File: src/rtl/fpu_seq_ctrl.sv
// Sequencing controller for the shared single-cycle FPU datapath.
// It runs each command through the FPU once, or twice for the R4 fused ops (multiply, then add/sub).
`ifndef XLEN
`define XLEN 32
`endif
`ifndef ALUOPS_SIZE
`define ALUOPS_SIZE 4
`define F_ALU_OP_ADD 4'd0
`define F_ALU_OP_SUB 4'd1
`define F_ALU_OP_MUL 4'd2
`define F_ALU_OP_MIN 4'd3
`define F_ALU_OP_MAX 4'd4
`define F_ALU_OP_EQ  4'd5
`define F_ALU_OP_LT  4'd6
`define F_ALU_OP_LE  4'd7
`endif

module fpu_seq_ctrl #(
  parameter int CNT_W = 32
) (
  input  logic                    clk,
  input  logic                    rst_n,
  input  logic                    req_valid,
  output logic                    req_ready,
  input  logic [3:0]              req_cmd,
  input  logic [`XLEN-1:0]        req_rs1,
  input  logic [`XLEN-1:0]        req_rs2,
  input  logic [`XLEN-1:0]        req_rs3,
  input  logic [4:0]              req_rd,
  output logic                    resp_valid,
  input  logic                    resp_ready,
  output logic [`XLEN-1:0]        resp_data,
  output logic [4:0]              resp_rd,
  output logic                    resp_illegal,
  input  logic                    flush,
  output logic                    busy,
  output logic [CNT_W-1:0]        op_count,
  output logic [`XLEN-1:0]        fpu_a,
  output logic [`XLEN-1:0]        fpu_b,
  output logic [`ALUOPS_SIZE-1:0] fpu_op,
  input  logic [`XLEN-1:0]        fpu_result
);

  typedef enum logic [1:0] {S_IDLE, S_PASS1, S_PASS2, S_RESP} state_e;

  typedef struct packed {
    logic [3:0]       cmd;
    logic [`XLEN-1:0] rs3;
    logic [4:0]       rd;
  } cmd_t;

  state_e                  state_q, state_d;
  cmd_t                    cmd_q, cmd_d;
  logic [`XLEN-1:0]        fpu_a_q, fpu_a_d, fpu_b_q, fpu_b_d;
  logic [`ALUOPS_SIZE-1:0] fpu_op_q, fpu_op_d;
  logic                    resp_valid_q, resp_valid_d;
  logic                    resp_illegal_q, resp_illegal_d;
  logic [`XLEN-1:0]        resp_data_q, resp_data_d;
  logic [CNT_W-1:0]        cnt_q, cnt_d;
  logic                    is_fused, is_illegal;

  function automatic logic [`ALUOPS_SIZE-1:0] op_map(input logic [3:0] c);
    case (c)
      4'd0:    op_map = `F_ALU_OP_ADD;
      4'd1:    op_map = `F_ALU_OP_SUB;
      4'd2:    op_map = `F_ALU_OP_MUL;
      4'd3:    op_map = `F_ALU_OP_MIN;
      4'd4:    op_map = `F_ALU_OP_MAX;
      4'd5:    op_map = `F_ALU_OP_EQ;
      4'd6:    op_map = `F_ALU_OP_LT;
      4'd7:    op_map = `F_ALU_OP_LE;
      default: op_map = `F_ALU_OP_MUL;
    endcase
  endfunction

  assign is_fused   = (cmd_q.cmd[3:2] == 2'b10);
  assign is_illegal = (cmd_q.cmd[3:2] == 2'b11);

  always_comb begin
    state_d        = state_q;
    cmd_d          = cmd_q;
    fpu_a_d        = fpu_a_q;
    fpu_b_d        = fpu_b_q;
    fpu_op_d       = fpu_op_q;
    resp_valid_d   = resp_valid_q;
    resp_illegal_d = resp_illegal_q;
    resp_data_d    = resp_data_q;
    cnt_d          = cnt_q;
    if (flush) begin
      state_d        = S_IDLE;
      resp_valid_d   = 1'b0;
      resp_illegal_d = 1'b0;
    end else begin
      case (state_q)
        S_IDLE: if (req_valid) begin
          cmd_d    = '{cmd: req_cmd, rs3: req_rs3, rd: req_rd};
          fpu_a_d  = req_rs1;
          fpu_b_d  = req_rs2;
          fpu_op_d = op_map(req_cmd);
          state_d  = S_PASS1;
        end
        S_PASS1: begin
          if (is_illegal) begin
            resp_data_d    = '0;
            resp_illegal_d = 1'b1;
            resp_valid_d   = 1'b1;
            state_d        = S_RESP;
          end else if (is_fused) begin
            // NMSUB/NMADD negate the product; MSUB/NMADD subtract rs3.
            fpu_a_d  = {fpu_result[`XLEN-1] ^ cmd_q.cmd[1], fpu_result[`XLEN-2:0]};
            fpu_b_d  = cmd_q.rs3;
            fpu_op_d = cmd_q.cmd[0] ? `F_ALU_OP_SUB : `F_ALU_OP_ADD;
            state_d  = S_PASS2;
          end else begin
            resp_data_d  = fpu_result;
            resp_valid_d = 1'b1;
            state_d      = S_RESP;
          end
        end
        S_PASS2: begin
          resp_data_d  = fpu_result;
          resp_valid_d = 1'b1;
          state_d      = S_RESP;
        end
        S_RESP: if (resp_ready) begin
          resp_valid_d   = 1'b0;
          resp_illegal_d = 1'b0;
          cnt_d          = cnt_q + 1'b1;
          state_d        = S_IDLE;
        end
        default: state_d = S_IDLE;
      endcase
    end
  end

  always_ff @(posedge clk or negedge rst_n) begin
    if (!rst_n) begin
      state_q        <= S_IDLE;
      cmd_q          <= '0;
      fpu_a_q        <= '0;
      fpu_b_q        <= '0;
      fpu_op_q       <= `F_ALU_OP_ADD;
      resp_valid_q   <= 1'b0;
      resp_illegal_q <= 1'b0;
      resp_data_q    <= '0;
      cnt_q          <= '0;
    end else begin
      state_q        <= state_d;
      cmd_q          <= cmd_d;
      fpu_a_q        <= fpu_a_d;
      fpu_b_q        <= fpu_b_d;
      fpu_op_q       <= fpu_op_d;
      resp_valid_q   <= resp_valid_d;
      resp_illegal_q <= resp_illegal_d;
      resp_data_q    <= resp_data_d;
      cnt_q          <= cnt_d;
    end
  end

  assign req_ready    = (state_q == S_IDLE);
  assign busy         = (state_q != S_IDLE);
  assign resp_valid   = resp_valid_q;
  assign resp_data    = resp_data_q;
  assign resp_rd      = cmd_q.rd;
  assign resp_illegal = resp_illegal_q;
  assign op_count     = cnt_q;
  assign fpu_a        = fpu_a_q;
  assign fpu_b        = fpu_b_q;
  assign fpu_op       = fpu_op_q;

endmodule

File: config.mk
export PLATFORM = sky130hd
export DESIGN_NAME = fpu_seq_ctrl
export DESIGN_NICKNAME = d
export VERILOG_FILES = /design/src/rtl/fpu_seq_ctrl.sv
export SDC_FILE = /design/constraint.sdc
export NUM_CORES = 1
export LEC_CHECK = 0
export CORE_ASPECT_RATIO = 2
export CORE_MARGIN = 2
export CORE_UTILIZATION = 40
export CTS_CLUSTER_SIZE = 24
export DETAILED_ROUTE_END_ITERATION = 10
export GPL_TIMING_DRIVEN = 0
export PLACE_DENSITY = 0.76
export SLEW_MARGIN = 10
export SYNTH_ARGS = -nofsm -noshare
export SYNTH_HDL_FRONTEND = slang
export SYNTH_SLANG_ARGS = --single-unit
export TNS_END_PERCENT = 5
File: constraint.sdc
create_clock -name clk -period 2 [get_ports clk]
set_input_delay 0.4 -clock clk [delete_from_list [all_inputs] [get_ports clk]]
set_output_delay 0.4 -clock clk [all_outputs]
set_load 0.005 [all_outputs]
== Yosys cells after proc, flatten, opt, wreduce, memory -nomap -nowiden ==
Memories as Yosys holds them, arrays and structs flattened.
Index checks and enable logic that the tools add are counted.

* Bits in registers: 177
* Bits in latches: 0
* Bits in writable memories: 0
* Bits in read-only memories: 24
* Output and inout bits: 141
* Logic and storage cells: 72
* Memories: 1

{| class="wikitable"
|+ Memories
! memory !! words !! width !! read ports !! clocked after memory_dff !! wr ports !! RTL line !! text
|-
| (no name shown) || 8 || 3 || 1 || 0 || 0 || 63 || <nowiki>case (c)</nowiki>
|}

* Add/sub/neg operators: 1
* Multipliers: 0
* Div/mod/pow operators: 0
* Order comparisons: 0
* Equal/unequal tests: 13
* Shifts and indexed selects: 0
* Multiplexer cells: 31
* Bitwise operators: 2
* Reductions and logical operators: 13

{| class="wikitable"
|+ Operators by type and width
! operator !! count
|-
| $mux W32 || 8
|-
| $pmux W32 S2 || 3
|-
| $add A32 B1 Y32 const B || 1
|-
| $mux W4 || 4
|-
| $reduce_and A3 Y1 || 5
|-
| $mux W1 || 9
|-
| $ne A3 B3 Y1 const B || 3
|-
| $eq A2 B2 Y1 const B || 4
|-
| $pmux W2 S4 || 1
|-
| $pmux W4 S2 || 1
|-
| $mux W2 || 3
|-
| $ne A2 B2 Y1 const B || 3
|-
| $reduce_bool A2 Y1 || 3
|-
| $reduce_and A5 Y1 || 1
|-
| $ne A4 B4 Y1 const B || 1
|-
| $reduce_bool A4 Y1 || 1
|-
| $ne A3 B2 Y1 const B || 1
|-
| $pmux W1 S3 || 1
|-
| $reduce_bool A3 Y1 || 1
|-
| $eq A2 B1 Y1 const B || 1
|-
| $logic_not A2 Y1 || 1
|-
| $pmux W1 S2 || 1
|-
| $reduce_and A2 Y1 || 1
|-
| $not A1 Y1 || 1
|-
| $xor A1 B1 Y1 || 1
|}

== Longest topological paths before layout ==
* Depth in word-level cells: 5
* Depth in mapped cells: 9

== Least setup slack after synthesis ==
No wires, ideal clock.

* Path kind: reg-to-reg
* Start: register state_q[1]
* End: register fpu_a_q[0], in the netlist fpu_a[0]
* Setup time: 0.137 ns
* Data arrival time: 1.988 ns
* Data required time: 1.863 ns
* Slack: -0.125 ns
* Stages on the path, launching flop included: 9
* Path buffers: 3
* Clock period less this slack: 2.125 ns
* Cells stage by stage: dfrtp_1 -> inv_1 -> ha_1 -> clkbuf_1 -> mux2i_1 -> a211oi_1 -> clkbuf_1 -> clkbuf_1 -> a21oi_1

* Word-level cells in the longest chain between the ends: 3
* Elaborated cells between the ends (all ways): 8
* Classes of those cells: eq/ne: 4; mux: 1; reduce/logical: 3

{| class="wikitable"
|+ Ends and longest elaborated chain
! item !! RTL line !! text
|-
| from (decl) || 52 || <nowiki>state_e state_q, state_d;</nowiki>
|-
| from (signal assigned) || 148 || <nowiki>state_q <= state_d;</nowiki>
|-
| $eq A2 B1 Y1 / $logic_not A2 Y1 (equally long branches) || 94 || <nowiki>case (state_q)</nowiki>
|-
| $ne A2 B2 Y1 (no source line) / $reduce_bool A2 Y1 (equally long branches) || -- ||
|-
| $reduce_and A5 Y1 (no source line) || -- ||
|-
| to (signal assigned) || 150 || <nowiki>fpu_a_q <= fpu_a_d;</nowiki>
|-
| to (decl) || 54 || <nowiki>logic [`XLEN-1:0] fpu_a_q, fpu_a_d, fpu_b_q, fpu_b_d;</nowiki>
|}

Several ways; a longest one is shown, not always the timed one.
A chain may end at the register's enable or synchronous reset.

== Final worst setup path ==
* Start: register cnt_q[8], in the netlist op_count[8]
* End: register cnt_q[30], in the netlist op_count[30]

* Word-level cells in the longest chain between the ends: 1

{| class="wikitable"
|+ Ends and longest elaborated chain
! item !! RTL line !! text
|-
| from (decl) || 59 || <nowiki>logic [CNT_W-1:0] cnt_q, cnt_d;</nowiki>
|-
| from (signal assigned) || 156 || <nowiki>cnt_q <= cnt_d;</nowiki>
|-
| $add A32 B1 Y32 || 128 || <nowiki>cnt_d = cnt_q + 1'b1;</nowiki>
|}

No other way between the ends.

==> results.json <==
{
  "crit_chain": "nand4_1, or4_4, buf_2, buf_6, nor4_2, xor2_1",
  "synth-seq-cells": 176,
  "clock-sinks": 176,
  "initial_utilization_pct": 40.8,
  "crit_buf_inv": 2,
  "start_kind": "flop",
  "critPathTopFamily": "simple AND/OR/NAND/NOR gates",
  "cts_tree": "done",
  "drt-total-wl_um": 23400,
  "synth_cell_types": 39,
  "postRouteAntennaNets": 0,
  "core_area_sq_mm": 0.0188,
  "synth_area_per_cell_sq_um": 11.0,
  "synth.yosys.seq_area_share_pct": 57.3,
  "slew_violations": 0,
  "violations": "negative setup slack",
  "worstPathArrival_ns": 2.36,
  "cts_max_path_buffers": 2,
  "post-route-period-util_pct": 101,
  "min_path_type": "in2reg",
  "rows": 71,
  "finalSetupViolCount": 1,
  "power.density_mw_per_mm2": 1390,
  "cts_max_level": 4,
  "drc": 0,
  "die_w_um": 102,
  "root_buffer": "clkbuf_16",
  "finalHoldViolCount": 0,
  "synth_flop_cell": "dfrtp_1",
  "max-vdd-ir-drop_mv": 0.877,
  "clkLatencyLatePin_ns": 0.43,
  "fin_skew_ns": 0.0121,
  "worstSetupPathType": "reg2reg",
  "rsz0062_at_grt": "yes",
  "first_pass_iters": 5,
  "antenna_found_initial": 1,
  "finalSetupTns_ns": -0.0138,
  "dpl.hpwl_um": 17600,
  "synth.cell_area_sq_mm": 0.00768,
  "port_buffers": 280,
  "ys_warn_count": 0,
  "numCtsBuffers": 17,
  "critical_path_peak_fanout": 10,
  "first_global_vias": 6507,
  "period_minus_slack_ns": 2.01,
  "cp-end-kind": "flop",
  "grt_max_degree": 93,
  "p_leak_nw": 5.14,
  "grt.total_usage_pct": 22.7,
  "die_y_um": 200,
  "synth_cells": 701,
  "pre_cts_slack_ns": -1.17,
  "avgRoutedWirePerCell_um": 18.3,
  "layout.nets": 1157,
  "max_slew_margin_pct": 50.9,
  "maxCapViolCount": 0,
  "path_clk_slew_ns": 0.06,
  "gr-total-overflow": 0,
  "area_delta_synth_final_pct": 52.0,
  "routabilityCongestion": 0.843,
  "synthArstFlopShare_pct": 100,
  "synth_edf_count": 0,
  "outcome": "complete, but fails checks",
  "setup_ws_ns": -0.0138,
  "n_fill_cell": 1575,
  "crit_slowest_cell": "or4_4",
  "die-area_sq_mm": 0.0204,
  "timing.fmax_mhz": 497,
  "via_count": 6348,
  "ios": 283,
  "drtIter0Drc": 151,
  "worstMarginPinSlew_ns": 0.736,
  "required_ns": 2.34,
  "grt_first_pass_wirelength_um": 34700,
  "vias_per_cell": 4.97,
  "max_stage_delay_ns": 0.57,
  "layout-drive-gt1-share_pct": 13.9,
  "syn_nets": 850
}
==> state kept, by name, summed over array words and instances, names as in the netlist <==
name,count
resp_valid,1
resp_illegal,1
resp_data,32
resp_rd,5
cmd_q,36
fpu_a,32
state_q,2
fpu_b,32
fpu_op,3
op_count,32
==> cell usage in the layout (no fill, tap or decap), types with 3 or more instances in the layout <==
cell,instances
nor2_1,73
dfrtp_1,173
mux2_2,43
clkbuf_1,11
xnor2_1,12
nand2b_1,6
clkdlybuf4s50_1,277
buf_4,24
and4_1,5
clkbuf_4,3
buf_2,9
nor3_1,6
nand4_1,4
o21ai_0,3
a21oi_1,69
clkbuf_16,17
clkbuf_8,3
dfrtp_2,3
nor4_1,4
xor2_1,20
nor4_4,3
clkinvlp_4,3
ha_4,3
inv_1,7
nand3_1,41
clkbuf_2,10
mux2i_1,63
and3_1,4
nand2_1,82
ha_1,3
==> per-stage QoR <==
stage | power, mW | hold slack (ns) | std cells | util, % | area (sq um)
6_report | 16.3 | 0.399 | 1277 | 62.0 | 11700
5_1_grt | 17.3 | 0.415 | 1277 | 62.0 | 11700
4_1_cts | 16.3 | 0.379 | 1271 | 61.3 | 11500
3_5_place_dp | 12.8 | 0.423 | 1237 | 57.6 | 10800
3_3_place_gp | 12.6 | 0.449 | 1236 | 57.4 | 10800
2_1_floorplan | 9.06 | 0.104 | 701 | - | 7690
==> where the power goes <==
part / internal, mW / leakage (nW) / total (mW) / switching [mW]
logic: 3.94 / 2.76 / 7.14 / 3.20
clock network: 1.94 / 0.277 / 3.32 / 1.38
registers: 5.02 / 2.10 / 5.82 / 0.803
total: 10.9 / 5.14 / 16.3 / 5.38
==> layout make-up <==
class | count | area [sq um] | area share (%)
Tap cell | 255 | 319 | 2.73
Multi-Input combinational cell | 467 | 3130 | 26.8
Sequential cell | 176 | 4410 | 37.8
Timing Repair Buffer | 290 | 2910 | 24.9
Buffer | 47 | 287 | 2.45
Clock inverter | 8 | 105 | 0.900
Antenna cell | 1 | 2.50 | 0.0214
Clock buffer | 24 | 482 | 4.13
Inverter | 9 | 36.3 | 0.311
==> synth_stat cells (4+ instances only) <==
cell type	n	area (sq um)
nand2_1	82	308
nor4_1	5	31.3
ha_1	7	87.6
nand2b_1	6	37.5
dfrtp_1	176	4400
buf_1	10	37.5
inv_1	9	33.8
nand3_1	42	210
clkbuf_1	25	93.8
nor2_1	74	278
mux2i_1	64	641
mux2_2	43	484
xor2_1	20	175
xnor2_1	12	105
nor3_1	7	35.0
and4_1	5	43.8
and3_1	4	25.0
a21oi_1	69	345
nand4_1	4	25.0
buf_4	6	45.0
buf_2	7	35.0
==> repair_timing <==
item	in CTS	in global routing
pin swaps	2	3
endpoints found under the setup margin	161	116
gates resized for setup	45	28
hold endpoints to repair	24	0
buffers inserted	3	5
hold buffers	1	0
==> final timing paths <==
path,startpoint,to,slack [ns],cells past startpoint
max,op_count[8],op_count[30],-0.01,6
min,flush,resp_valid,0.40,2
max reg2reg,op_count[8],op_count[30],-0.01,6
min reg2reg,resp_data[9],resp_data[9],0.47,2
max in group asynchronous,rst_n,resp_rd[2],0.51,3
min in group asynchronous,rst_n,op_count[29],0.57,2
==> cell families after synthesis <==
group,after synthesis,share of synthesized area [%]
compound gates,79,5.41
xor+xnor,32,3.65
fa+ha+maj,7,1.14
buf+inv,58,3.34
flops,176,57.3
mux,107,14.6
other cells,1,0.0488
simple gates,241,14.4
==> routing by layer <==
layer  GRT usage [%]  part of all wire [%]
met1            23.4                    34
met2            42.8                    57
met3            5.19                   4.9
met4            9.83                   4.0
met5               0                     0
Power figures use the tool's default switching activity.
